$ cat src/rtl/pll_seq_pkg.sv
// pll_seq_pkg: state encoding, timing constants and expected toggle-count helper shared by
// the PLL lock sequencer and its feedback counter.
package pll_seq_pkg;
  typedef enum logic [2:0] {
    ST_IDLE        = 3'd0,
    ST_RESET       = 3'd1,
    ST_ENABLE_WAIT = 3'd2,
    ST_MEASURE     = 3'd3,
    ST_LOCKED      = 3'd4,
    ST_FAIL        = 3'd5
  } state_t;

  localparam int RESET_HOLD_CYC = 4;
  localparam int TOGGLE_DIV     = 16;

  function automatic logic [15:0] exp_count(input logic [4:0] div, input int win);
    return 16'((32'(div) * win) / TOGGLE_DIV);
  endfunction
endpackage

$ cat src/rtl/pll_fb_counter.sv
// pll_fb_counter: synchronizes the PLL feedback toggle, counts edges over fixed reference
// windows and flags each window end with an in-tolerance verdict.
module pll_fb_counter
  import pll_seq_pkg::*;
#(
  parameter int WIN_CYC = 32,
  parameter int TOL     = 2
) (
  input  logic       clock,
  input  logic       resetb,
  input  logic       i_en,
  input  logic       i_fb_toggle,
  input  logic [4:0] i_div,
  output logic       o_window_done,
  output logic       o_window_good
);
  localparam int TW = $clog2(WIN_CYC);
  logic          r_s1, r_s2, r_s3;
  logic [TW-1:0] r_timer;
  logic [7:0]    r_count;
  logic          w_edge;
  logic [7:0]    w_fin;
  logic [16:0]   w_exp, w_cnt, w_diff;
  assign w_edge        = r_s2 ^ r_s3;
  // the edge seen in the last window cycle still belongs to that window
  assign w_fin         = (w_edge && r_count != 8'hff) ? r_count + 8'd1 : r_count;
  assign o_window_done = i_en && (r_timer == TW'(WIN_CYC - 1));
  assign w_exp         = {1'b0, exp_count(i_div, WIN_CYC)};
  assign w_cnt         = {9'd0, w_fin};
  assign w_diff        = (w_cnt >= w_exp) ? w_cnt - w_exp : w_exp - w_cnt;
  assign o_window_good = w_diff <= 17'(TOL);
  always_ff @(posedge clock or negedge resetb) begin
    if (!resetb) begin
      r_s1    <= 1'b0;
      r_s2    <= 1'b0;
      r_s3    <= 1'b0;
      r_timer <= '0;
      r_count <= '0;
    end else begin
      r_s1    <= i_fb_toggle;
      r_s2    <= r_s1;
      r_s3    <= r_s2;
      r_timer <= i_en ? r_timer + TW'(1) : '0;
      r_count <= (!i_en || o_window_done) ? '0 : w_fin;
    end
  end
endmodule

$ cat src/rtl/pll_lock_sequencer.sv
// pll_lock_sequencer: reference-domain bring-up, frequency-lock verification and retry control for
// the ring-oscillator PLL. Define PLL_LOCK_MONITOR_EN to keep checking windows while locked.
module pll_lock_sequencer
  import pll_seq_pkg::*;
#(
  parameter int SETTLE_CYC = 256,
  parameter int WIN_CYC    = 32,
  parameter int TOL        = 2,
  parameter int LOCK_CNT   = 4,
  parameter int MAX_RETRY  = 3
) (
  input  logic        clock,
  input  logic        resetb,
  input  logic        start,
  input  logic        stop,
  input  logic [4:0]  cfg_div,
  input  logic        cfg_dco,
  input  logic [25:0] cfg_trim,
  input  logic        fb_toggle,
  output logic        pll_resetb,
  output logic        pll_enable,
  output logic        pll_dco,
  output logic [4:0]  pll_div,
  output logic [25:0] pll_ext_trim,
  output logic        locked,
  output logic        clk_sel,
  output logic        fail,
  output logic [2:0]  state_o
);
  state_t      r_state, w_state_n;
  logic [15:0] r_cnt, w_cnt_n, r_win, w_win_n;
  logic [7:0]  r_good, w_good_n, r_retry, w_retry_n;
  logic        r_resetb, w_resetb_n, r_enable, w_enable_n, r_dco, w_dco_n;
  logic        r_locked, w_locked_n, r_clk_sel, w_clk_sel_n, r_fail, w_fail_n;
  logic [4:0]  r_div, w_div_n;
  logic [25:0] r_trim, w_trim_n;
  logic        w_meas_en, w_window_done, w_window_good, w_retry_go;
`ifdef PLL_LOCK_MONITOR_EN
  logic        r_bad, w_bad_n, r_drop, w_drop_n;
  assign w_meas_en = r_state == ST_MEASURE || (r_state == ST_LOCKED && !r_dco);
`else
  assign w_meas_en = r_state == ST_MEASURE;
`endif
  pll_fb_counter #(.WIN_CYC(WIN_CYC), .TOL(TOL)) u_fb (
    .clock         (clock),
    .resetb        (resetb),
    .i_en          (w_meas_en),
    .i_fb_toggle   (fb_toggle),
    .i_div         (r_div),
    .o_window_done (w_window_done),
    .o_window_good (w_window_good)
  );
  assign pll_resetb   = r_resetb;
  assign pll_enable   = r_enable;
  assign pll_dco      = r_dco;
  assign pll_div      = r_div;
  assign pll_ext_trim = r_trim;
  // stop must release the system clock in the very cycle it is asserted
  assign locked       = r_locked & ~stop;
  assign clk_sel      = r_clk_sel & ~stop;
  assign fail         = r_fail;
  assign state_o      = r_state;
  always_comb begin
    w_state_n = r_state; w_cnt_n = r_cnt; w_win_n = r_win; w_good_n = r_good; w_retry_n = r_retry;
    w_resetb_n = r_resetb; w_enable_n = r_enable; w_dco_n = r_dco; w_div_n = r_div; w_trim_n = r_trim;
    w_locked_n = r_locked; w_clk_sel_n = r_clk_sel; w_fail_n = r_fail; w_retry_go = 1'b0;
`ifdef PLL_LOCK_MONITOR_EN
    w_bad_n = (r_state == ST_LOCKED) ? r_bad : 1'b0;
    w_drop_n = 1'b0;
`endif
    case (r_state)
      ST_IDLE, ST_FAIL: if (start && !stop) begin
        w_dco_n = cfg_dco; w_div_n = cfg_div; w_trim_n = cfg_trim;
        w_retry_n = '0; w_fail_n = 1'b0; w_cnt_n = '0; w_state_n = ST_RESET;
      end
      ST_RESET: if (r_cnt == 16'(RESET_HOLD_CYC - 1)) begin
        w_cnt_n = '0; w_resetb_n = 1'b1; w_enable_n = 1'b1; w_state_n = ST_ENABLE_WAIT;
      end else w_cnt_n = r_cnt + 16'd1;
      ST_ENABLE_WAIT: if (r_cnt == 16'(SETTLE_CYC - 1)) begin
        w_cnt_n = '0; w_good_n = '0; w_win_n = '0;
        w_state_n = r_dco ? ST_LOCKED : ST_MEASURE;
        w_locked_n = r_dco;
      end else w_cnt_n = r_cnt + 16'd1;
      ST_MEASURE: if (w_window_done) begin
        w_good_n = w_window_good ? r_good + 8'd1 : '0;
        w_win_n = r_win + 16'd1;
        if (w_window_good && r_good == 8'(LOCK_CNT - 1)) begin
          w_state_n = ST_LOCKED; w_locked_n = 1'b1; w_cnt_n = '0;
        end else if (r_win == 16'(16 * LOCK_CNT - 1)) w_retry_go = 1'b1;
      end
      ST_LOCKED: begin
        if (!r_clk_sel) begin
          if (r_cnt == 16'd1) w_clk_sel_n = 1'b1;
          else w_cnt_n = r_cnt + 16'd1;
        end
`ifdef PLL_LOCK_MONITOR_EN
        // clk_sel drops first so the system is off the PLL before lock is withdrawn
        if (r_drop) begin
          w_clk_sel_n = 1'b0; w_locked_n = 1'b0; w_retry_go = 1'b1;
        end else if (!r_dco && w_window_done) begin
          w_bad_n = !w_window_good;
          if (!w_window_good && r_bad) begin
            w_clk_sel_n = 1'b0; w_drop_n = 1'b1;
          end
        end
`endif
      end
      default: w_state_n = ST_IDLE;
    endcase
    if (w_retry_go) begin
      w_cnt_n = '0; w_resetb_n = 1'b0; w_enable_n = 1'b0;
      if (r_retry < 8'(MAX_RETRY)) begin
        w_retry_n = r_retry + 8'd1; w_state_n = ST_RESET;
      end else begin
        w_state_n = ST_FAIL; w_fail_n = 1'b1; w_dco_n = 1'b0; w_div_n = '0; w_trim_n = '0;
        w_locked_n = 1'b0; w_clk_sel_n = 1'b0;
      end
    end
    if (stop) begin
      w_state_n = ST_IDLE; w_cnt_n = '0; w_resetb_n = 1'b0; w_enable_n = 1'b0; w_dco_n = 1'b0;
      w_div_n = '0; w_trim_n = '0; w_locked_n = 1'b0; w_clk_sel_n = 1'b0;
`ifdef PLL_LOCK_MONITOR_EN
      w_drop_n = 1'b0;
`endif
    end
  end
  always_ff @(posedge clock or negedge resetb) begin
    if (!resetb) begin
      r_state <= ST_IDLE; r_cnt <= '0; r_win <= '0; r_good <= '0; r_retry <= '0;
      r_resetb <= 1'b0; r_enable <= 1'b0; r_dco <= 1'b0; r_div <= '0; r_trim <= '0;
      r_locked <= 1'b0; r_clk_sel <= 1'b0; r_fail <= 1'b0;
    end else begin
      r_state <= w_state_n; r_cnt <= w_cnt_n; r_win <= w_win_n; r_good <= w_good_n; r_retry <= w_retry_n;
      r_resetb <= w_resetb_n; r_enable <= w_enable_n; r_dco <= w_dco_n; r_div <= w_div_n; r_trim <= w_trim_n;
      r_locked <= w_locked_n; r_clk_sel <= w_clk_sel_n; r_fail <= w_fail_n;
    end
  end
`ifdef PLL_LOCK_MONITOR_EN
  always_ff @(posedge clock or negedge resetb) begin
    if (!resetb) begin
      r_bad  <= 1'b0;
      r_drop <= 1'b0;
    end else begin
      r_bad  <= w_bad_n;
      r_drop <= w_drop_n;
    end
  end
`endif
endmodule

$ cat config.mk
export PLATFORM = sky130hd
export DESIGN_NAME = pll_lock_sequencer
export DESIGN_NICKNAME = d
export VERILOG_FILES = /design/src/rtl/pll_seq_pkg.sv /design/src/rtl/pll_fb_counter.sv /design/src/rtl/pll_lock_sequencer.sv
export SDC_FILE = /design/constraint.sdc
export NUM_CORES = 1
export LEC_CHECK = 0
export ABC_CLOCK_PERIOD_IN_PS = 5200
export BUFFER_PORTS_ARGS = -buffer_cell sky130_fd_sc_hd__buf_2
export CAP_MARGIN = 20
export CELL_PAD_IN_SITES_DETAIL_PLACEMENT = 2
export CELL_PAD_IN_SITES_GLOBAL_PLACEMENT = 2
export CORE_MARGIN = 2
export CORE_UTILIZATION = 35
export CTS_CLUSTER_DIAMETER = 200
export CTS_CLUSTER_SIZE = 20
export DETAILED_ROUTE_END_ITERATION = 10
export PLACE_DENSITY_LB_ADDON = 0.1
export SYNTH_ARGS = -nofsm -noshare
export SYNTH_HDL_FRONTEND = slang
export SYNTH_SLANG_ARGS = --single-unit
$ cat constraint.sdc
create_clock -name clock -period 5.2 [get_ports clock]
set_input_delay 1.04 -clock clock [delete_from_list [all_inputs] [get_ports clock]]
set_output_delay 1.04 -clock clock [all_outputs]
set_load 0.01 [all_outputs]
; ---- Word level (Yosys, flattened, before mapping)
; Cells that the tools add are included.
[classes]
n_eq_ne = 22
bitwise_logic = 4
magnitude_cmp = 3
muxes = 75
n_reduce_logical = 17
add_sub_neg = 8
[ops]
columns = operator, n
row1 = $mux 16, 11
row2 = $mux 26, 5
row3 = $pmux 16 s5, 1
row4 = $mux 8, 9
row5 = $add 16x1->16 const B, 2
row6 = $pmux 16 s2, 1
row7 = $mux 5, 6
row8 = $mux 1, 29
row9 = $ne 4x4->1 const B, 7
row10 = $mux 3, 9
row11 = $add 8x1->8 const B, 3
row12 = $le 17x2->1 const B, 1
row13 = $mux 17, 1
row14 = $eq 16x1->1 const B, 1
row15 = $eq 16x2->1 const B, 1
row16 = $eq 16x6->1 const B, 1
row17 = $eq 16x8->1 const B, 1
row18 = $pmux 8 s2, 1
row19 = $pmux 3 s5, 1
row20 = $reduce_and 6->1, 2
row21 = $sub 6x8->9, 1
row22 = $sub 8x6->9, 1
row23 = $eq 8x2->1 const B, 1
row24 = $ge 8x6->1, 1
row25 = other kinds (23), 32
[totals]
output_inout_bits = 40
ff_bits = 103
inputBits = 37
word_cells = 146

; ---- Longest topological paths before layout
[logic_depth]
word_depth = 13
mapped_depth = 18
ltp_nobuf = 16

; ---- Cells and area by module
; A second synthesis with hierarchy kept.
[unflattened]
cells_unflattened = 599
area_unflattened_um2 = 5505.3
[by_module_without_submodules]
columns = module, seq_area_each_um2, cells_each, area_each_um2, instances
row1 = pll_lock_sequencer, 2177.1, 461, 4212.8, 1
row2 = pll_fb_counter, 400.4, 138, 1292.5, 1

; ---- Worst setup path after synthesis
; No wires, ideal clock.
[synth_timing]
path_type = reg2reg
startpoint = reg u_fb.r_count[0]
endpoint = reg r_cnt[13]
arrival_time_ns = 4.002
path_slack_ns = 1.102
path_buffers = 1
path_stages_with_launch = 18
setup_time_ns = 0.095
required_time_ns = 5.105
synth_period_minus_slack_ns = 4.098
cell_sequence = dfrtp_1 -> ha_1 -> and2_1 -> a31oi_4 -> nand2_1 -> xor2_1 -> inv_1 -> ha_1 -> clkbuf_1 -> o21a_1 -> or4b_1 -> nand2_1 -> nand4_1 -> or4_1 -> o311ai_4 -> nand2b_1 -> or4_1 -> o31ai_1
[synth_between]
elab_chain_len = 12
elab_cells_between_ends = 22
classes_between = add/sub (3) / order compare (2) / eq/ne (6) / mux (7) / reduce/logical (4)
[synth_lines]
columns = item, line
row1 = from (decl), pll_fb_counter.sv:20  ; logic [7:0] r_count;
row2 = from (signal assigned), pll_fb_counter.sv:44  ; r_count <= (!i_en || o_window_done) ? '0 : w_fin;
row3 = branches (longest 2 deep; another with $add 8x1->8), n/a
row4 = $mux 8 (*), pll_fb_counter.sv:26  ; assign w_fin = (w_edge && r_count != 8'hff) ? r_count + 8'd1 : r_count;
row5 = $sub 6x8->9 (tied with other cells), pll_fb_counter.sv:30  ; assign w_diff = (w_cnt >= w_exp) ? w_cnt - w_exp : w_exp - w_cnt;
row6 = $mux 17 (*), pll_fb_counter.sv:30
row7 = $le 17x2->1 (*), pll_fb_counter.sv:31  ; assign o_window_good = w_diff <= 17'(TOL);
row8 = $logic_and 1x1->1 (*), pll_lock_sequencer.sv:87  ; if (w_window_good && r_good == 8'(LOCK_CNT - 1)) begin
row9 = $mux 1, pll_lock_sequencer.sv:87
row10 = $mux 1, pll_lock_sequencer.sv:84  ; ST_MEASURE: if (w_window_done) begin
row11 = $mux 1, pll_lock_sequencer.sv:71  ; case (r_state)
row12 = $ne 4x4->1 (no source line) (tied with other cells), n/a
row13 = $reduce_and 6->1 (no source line) / $mux 16 (equally long branches), n/a
row14 = to (signal assigned), pll_lock_sequencer.sv:133  ; r_state <= w_state_n; r_cnt <= w_cnt_n; r_win <= w_win_n; r_good <= w_good_n; r_retry <= w_retry_n;
row15 = to (decl), pll_lock_sequencer.sv:31  ; logic [15:0] r_cnt, w_cnt_n, r_win, w_win_n;
; Mark *: on every way between the ends.
; A chain may end at the register's enable or synchronous reset.

; ---- Worst setup path in the final report
[layout_timing]
startpoint = reg u_fb.r_count[0]
endpoint = reg r_good[3]
[layout_between]
elab_chain_len = 9
elab_cells_between_ends = 12
classes_between = add/sub (3) / order compare (2) / eq/ne (1) / mux (5) / reduce/logical (1)
[layout_lines]
columns = item, line
row1 = branches (longest 2 deep; another with $add 8x1->8), n/a
row2 = $mux 8 (*), pll_fb_counter.sv:26
row3 = $sub 6x8->9 (tied with other cells), pll_fb_counter.sv:30
row4 = $mux 17 (*), pll_fb_counter.sv:30
row5 = $le 17x2->1 (*), pll_fb_counter.sv:31
row6 = $mux 8 (*), pll_lock_sequencer.sv:85  ; w_good_n = w_window_good ? r_good + 8'd1 : '0;
row7 = $mux 8 (*), pll_lock_sequencer.sv:84
row8 = $pmux 8 s2 (*), pll_lock_sequencer.sv:71
row9 = to (signal assigned), pll_lock_sequencer.sv:133
row10 = to (decl), pll_lock_sequencer.sv:32  ; logic [7:0] r_good, w_good_n, r_retry, w_retry_n;
; Mark *: on every way between the ends. The select of a mux whose other input is x is not followed.

==> results.yml <==
outcome:
  status: "finished clean"
grt:
  grt_usage_pct: 20.5
  use_met1_pct: 26.0
  met3_usage_pct: 4.46
  grt_use_met2_pct: 35.6
  grt_pass1_wl_um: 27500
  grt_pass1_vias: 5315
  grt_overflow: 0
  antenna_found_initial: 0
  grt_max_degree: 77
  grt.busiest_layer: "met2"
route:
  drt_iter0_markers: 192
  via_per_inst: 5.36
  wire_per_inst_um: 17.9
  drc: 0
  antenna_left: 0
  routed_wl_um: 16700
  vias: 4992
  firstDrtPassIters: 4
worst_setup_path:
  cp.required_ns: 5.43
  cp_max_fo: 15
  reg2reg_depth: 16
  crit_path_max_incr_delay_ns: 0.47
  r2r-end: "r_good[3]"
  path_class: "register to register"
  path_common_cell: "ha_1"
  regToRegSetupSlack_ns: 0.48
  end_kind: "register"
  cp.arrival_ns: 4.94
  slowest_stage: "nand2b_1"
  crit_path_start_kind: "register"
  reg2reg_from: "u_fb.r_count[0]"
  crit_chain: "ha_1 -> and2_1 -> a31oi_4 -> mux2i_1 -> ha_1 -> inv_1 -> fa_1 -> nand4_1 -> a311oi_1 -> a211oi_1 -> a21oi_1 -> a31oi_1 -> o21ba_2 -> nand2b_1 -> o21ai_0 -> o2bb2ai_1"
placement:
  place_congestion: 0.778
  port_buffers: 76
  dp_hpwl_um: 12100
yosys:
  synth_area_um2: 5650
  synth.area.top_cells: "dfrtp_1 (46%), nand2_1 (7.0%), a21oi_1 (5.7%)"
  ys_types: 51
  synthTopCellsByCount: "nand2_1 (105), dfrtp_1 (103), a21oi_1 (64)"
  yosysMostFrequentCell: "nand2_1"
  yosysWarnings: 0
  ys_seq_area_share_pct: 45.6
  syn_nets: 702
  postSynth.asyncResetShare_pct: 100
  synth_top_area_share_pct: 45.6
  synth_cells: 643
  ys.flop_type: "dfrtp_1"
  synth_edf_count: 0
  syn_area_per_cell_um2: 8.79
  ys_ff_latch: 103
  yosys.area.top_type: "dfrtp_1"
cts:
  cts_tree: "done"
  cts_hold_buf: 0
  cts.sinks: 103
  cts_resized: 0
  cts_root_buffer: "clkbuf_16"
  numCtsBuffers: 9
  clock_path_buffers: 2
  cts_setup_buffers: 0
  insertion_delay_ns: 0.36
  cts.clk_slew.worst_paths_ns: 0.07
  cts_htree_levels: 3
sta:
  tns_ns: 0
  finalHoldViolCount: 0
  setup_viol: 0
  max_slew_margin_pct: 49.8
  holdWs_ns: 0.368
  finalMaxSlewViolations: 0
  fin_crit_ns: 4.72
  worst_pin_slew_ns: 0.750
  min_period_over_period_pct: 90.7
  fmax_ghz: 0.212
  skew_ns: 0.0123
  rsz0062_at_grt: "no"
die:
  fp.dieH_um: 131
  rows: 46
  initial_utilization_pct: 35.7
  pin_count: 77
  core_area_um2: 15800
  die_area_um2: 17200
  fp.dieW_um: 131
power:
  power_mw: 1.73
  ir_worst_vdd_mv: 0.160
  power.density_nw_per_um2: 262
  power_leakage_nw: 3.13
cells_and_area:
  post-route-util_pct: 41.6
  antennaDiodeCount: 0
  nNetsFinal: 770
  syn_to_final_growth_pct: 16.5
  nFillCells: 1803
  drive_gt1_share_pct: 17.0
min_path:
  hold_path_startpoint: "u_fb.r_s1"
  min_path_cells: 0
  min_path_type: "register to register"
  min_to: "u_fb.r_s2"
flow_run:
  cap_violations: 0
==> final cells by class <==
type,count,area (um2),share of cell area [%]
Tap cell,216,270,4.11
Clock buffer,10,239,3.63
Clock inverter,6,50.0,0.760
Timing Repair Buffer,86,478,7.26
Multi-Input combinational cell,489,2890,43.8
Inverter,22,82.6,1.25
Sequential cell,103,2580,39.2
==> worst max-delay path by stage <==
stage	from	endpoint	slack (ns)	cells after the start
2_1_floorplan	u_fb.r_count[0]	r_cnt[13]	1.10	17
3_3_place_gp	u_fb.r_count[0]	r_good[7]	0.78	16
3_5_place_dp	u_fb.r_count[0]	r_good[3]	0.54	16
4_1_cts	u_fb.r_count[0]	r_good[3]	0.49	16
5_1_grt	u_fb.r_count[0]	r_good[3]	0.07	16
6_report	u_fb.r_count[0]	r_good[3]	0.48	16
==> cells in the final DEF (no fill, tap or decap), types with 5 or more instances in the layout <==
master	n
a21o_1	5
a21oi_1	64
and2_1	12
and3_1	19
buf_2	75
buf_4	10
clkbuf_16	9
dfrtp_1	103
ha_1	20
inv_1	22
mux2i_1	5
nand2_1	105
nand2b_1	9
nand3_1	16
nand4_1	10
nor2_1	55
nor2b_1	6
nor3_1	16
o21ai_0	40
or3_1	13
or3b_2	6
or4_1	7
xnor2_1	6
xor2_1	15
==> registers in the layout (all words and copies together) (netlist names), 5 cells and up <==
register      cells
r_cnt            16
r_good            8
u_fb.r_count      8
pll_ext_trim     26
r_win            16
r_retry           8
pll_div           5
u_fb.r_timer      5
==> where the power goes <==
group / internal (mW) / total [mW] / switching (mW) / leakage (nW)
combinational: 0.0770 / 0.209 / 0.132 / 1.56
clock: 0.347 / 0.687 / 0.340 / 0.147
sequential: 0.815 / 0.831 / 0.0157 / 1.42
total: 1.24 / 1.73 / 0.488 / 3.13
==> worst max-delay path, delay by kind of cell (launching register included) <==
family	cells	cell delay (ns)
DFF	1	0.41
buffers and inverters	1	0.06
and+or+nand+nor	3	0.86
muxes	1	0.46
adders and majority gates	3	0.95
AOI/OAI and AO/OA	8	1.84
==> per-stage QoR <==
| stage | area (um2) | setup slack, ns | std cells |
|---|---|---|---|
| finish | 6580 | 0.481 | 932 |
| global route | 6580 | 0.0667 | 932 |
| CTS | 6560 | 0.487 | 931 |
| detailed placement | 6270 | 0.542 | 915 |
| global placement | 6270 | 0.776 | 915 |
| floorplan | 5650 | 1.10 | 643 |
==> metal layers <==
layer / part of all wire, % / vias to the layer above
met5: 0 / -
met4: 1.1 / 0
met3: 4.3 / 14
met2: 49 / 93
met1: 46 / 2513
li1: - / 2372
==> kinds of logic (layout without fill, tap and decap cells) <==
family / after synthesis / after routing / synth area share, %
xor gates and xnor gates: 22 / 22 / 3.54
adders and majority gates: 22 / 22 / 5.14
and+or+nand+nor: 294 / 294 / 25.6
AOI/OAI and AO/OA: 144 / 144 / 15.4
DFF: 103 / 103 / 45.6
muxes: 7 / 7 / 1.28
buffers and inverters: 51 / 124 / 3.50
(Power assumes the default switching activity.)
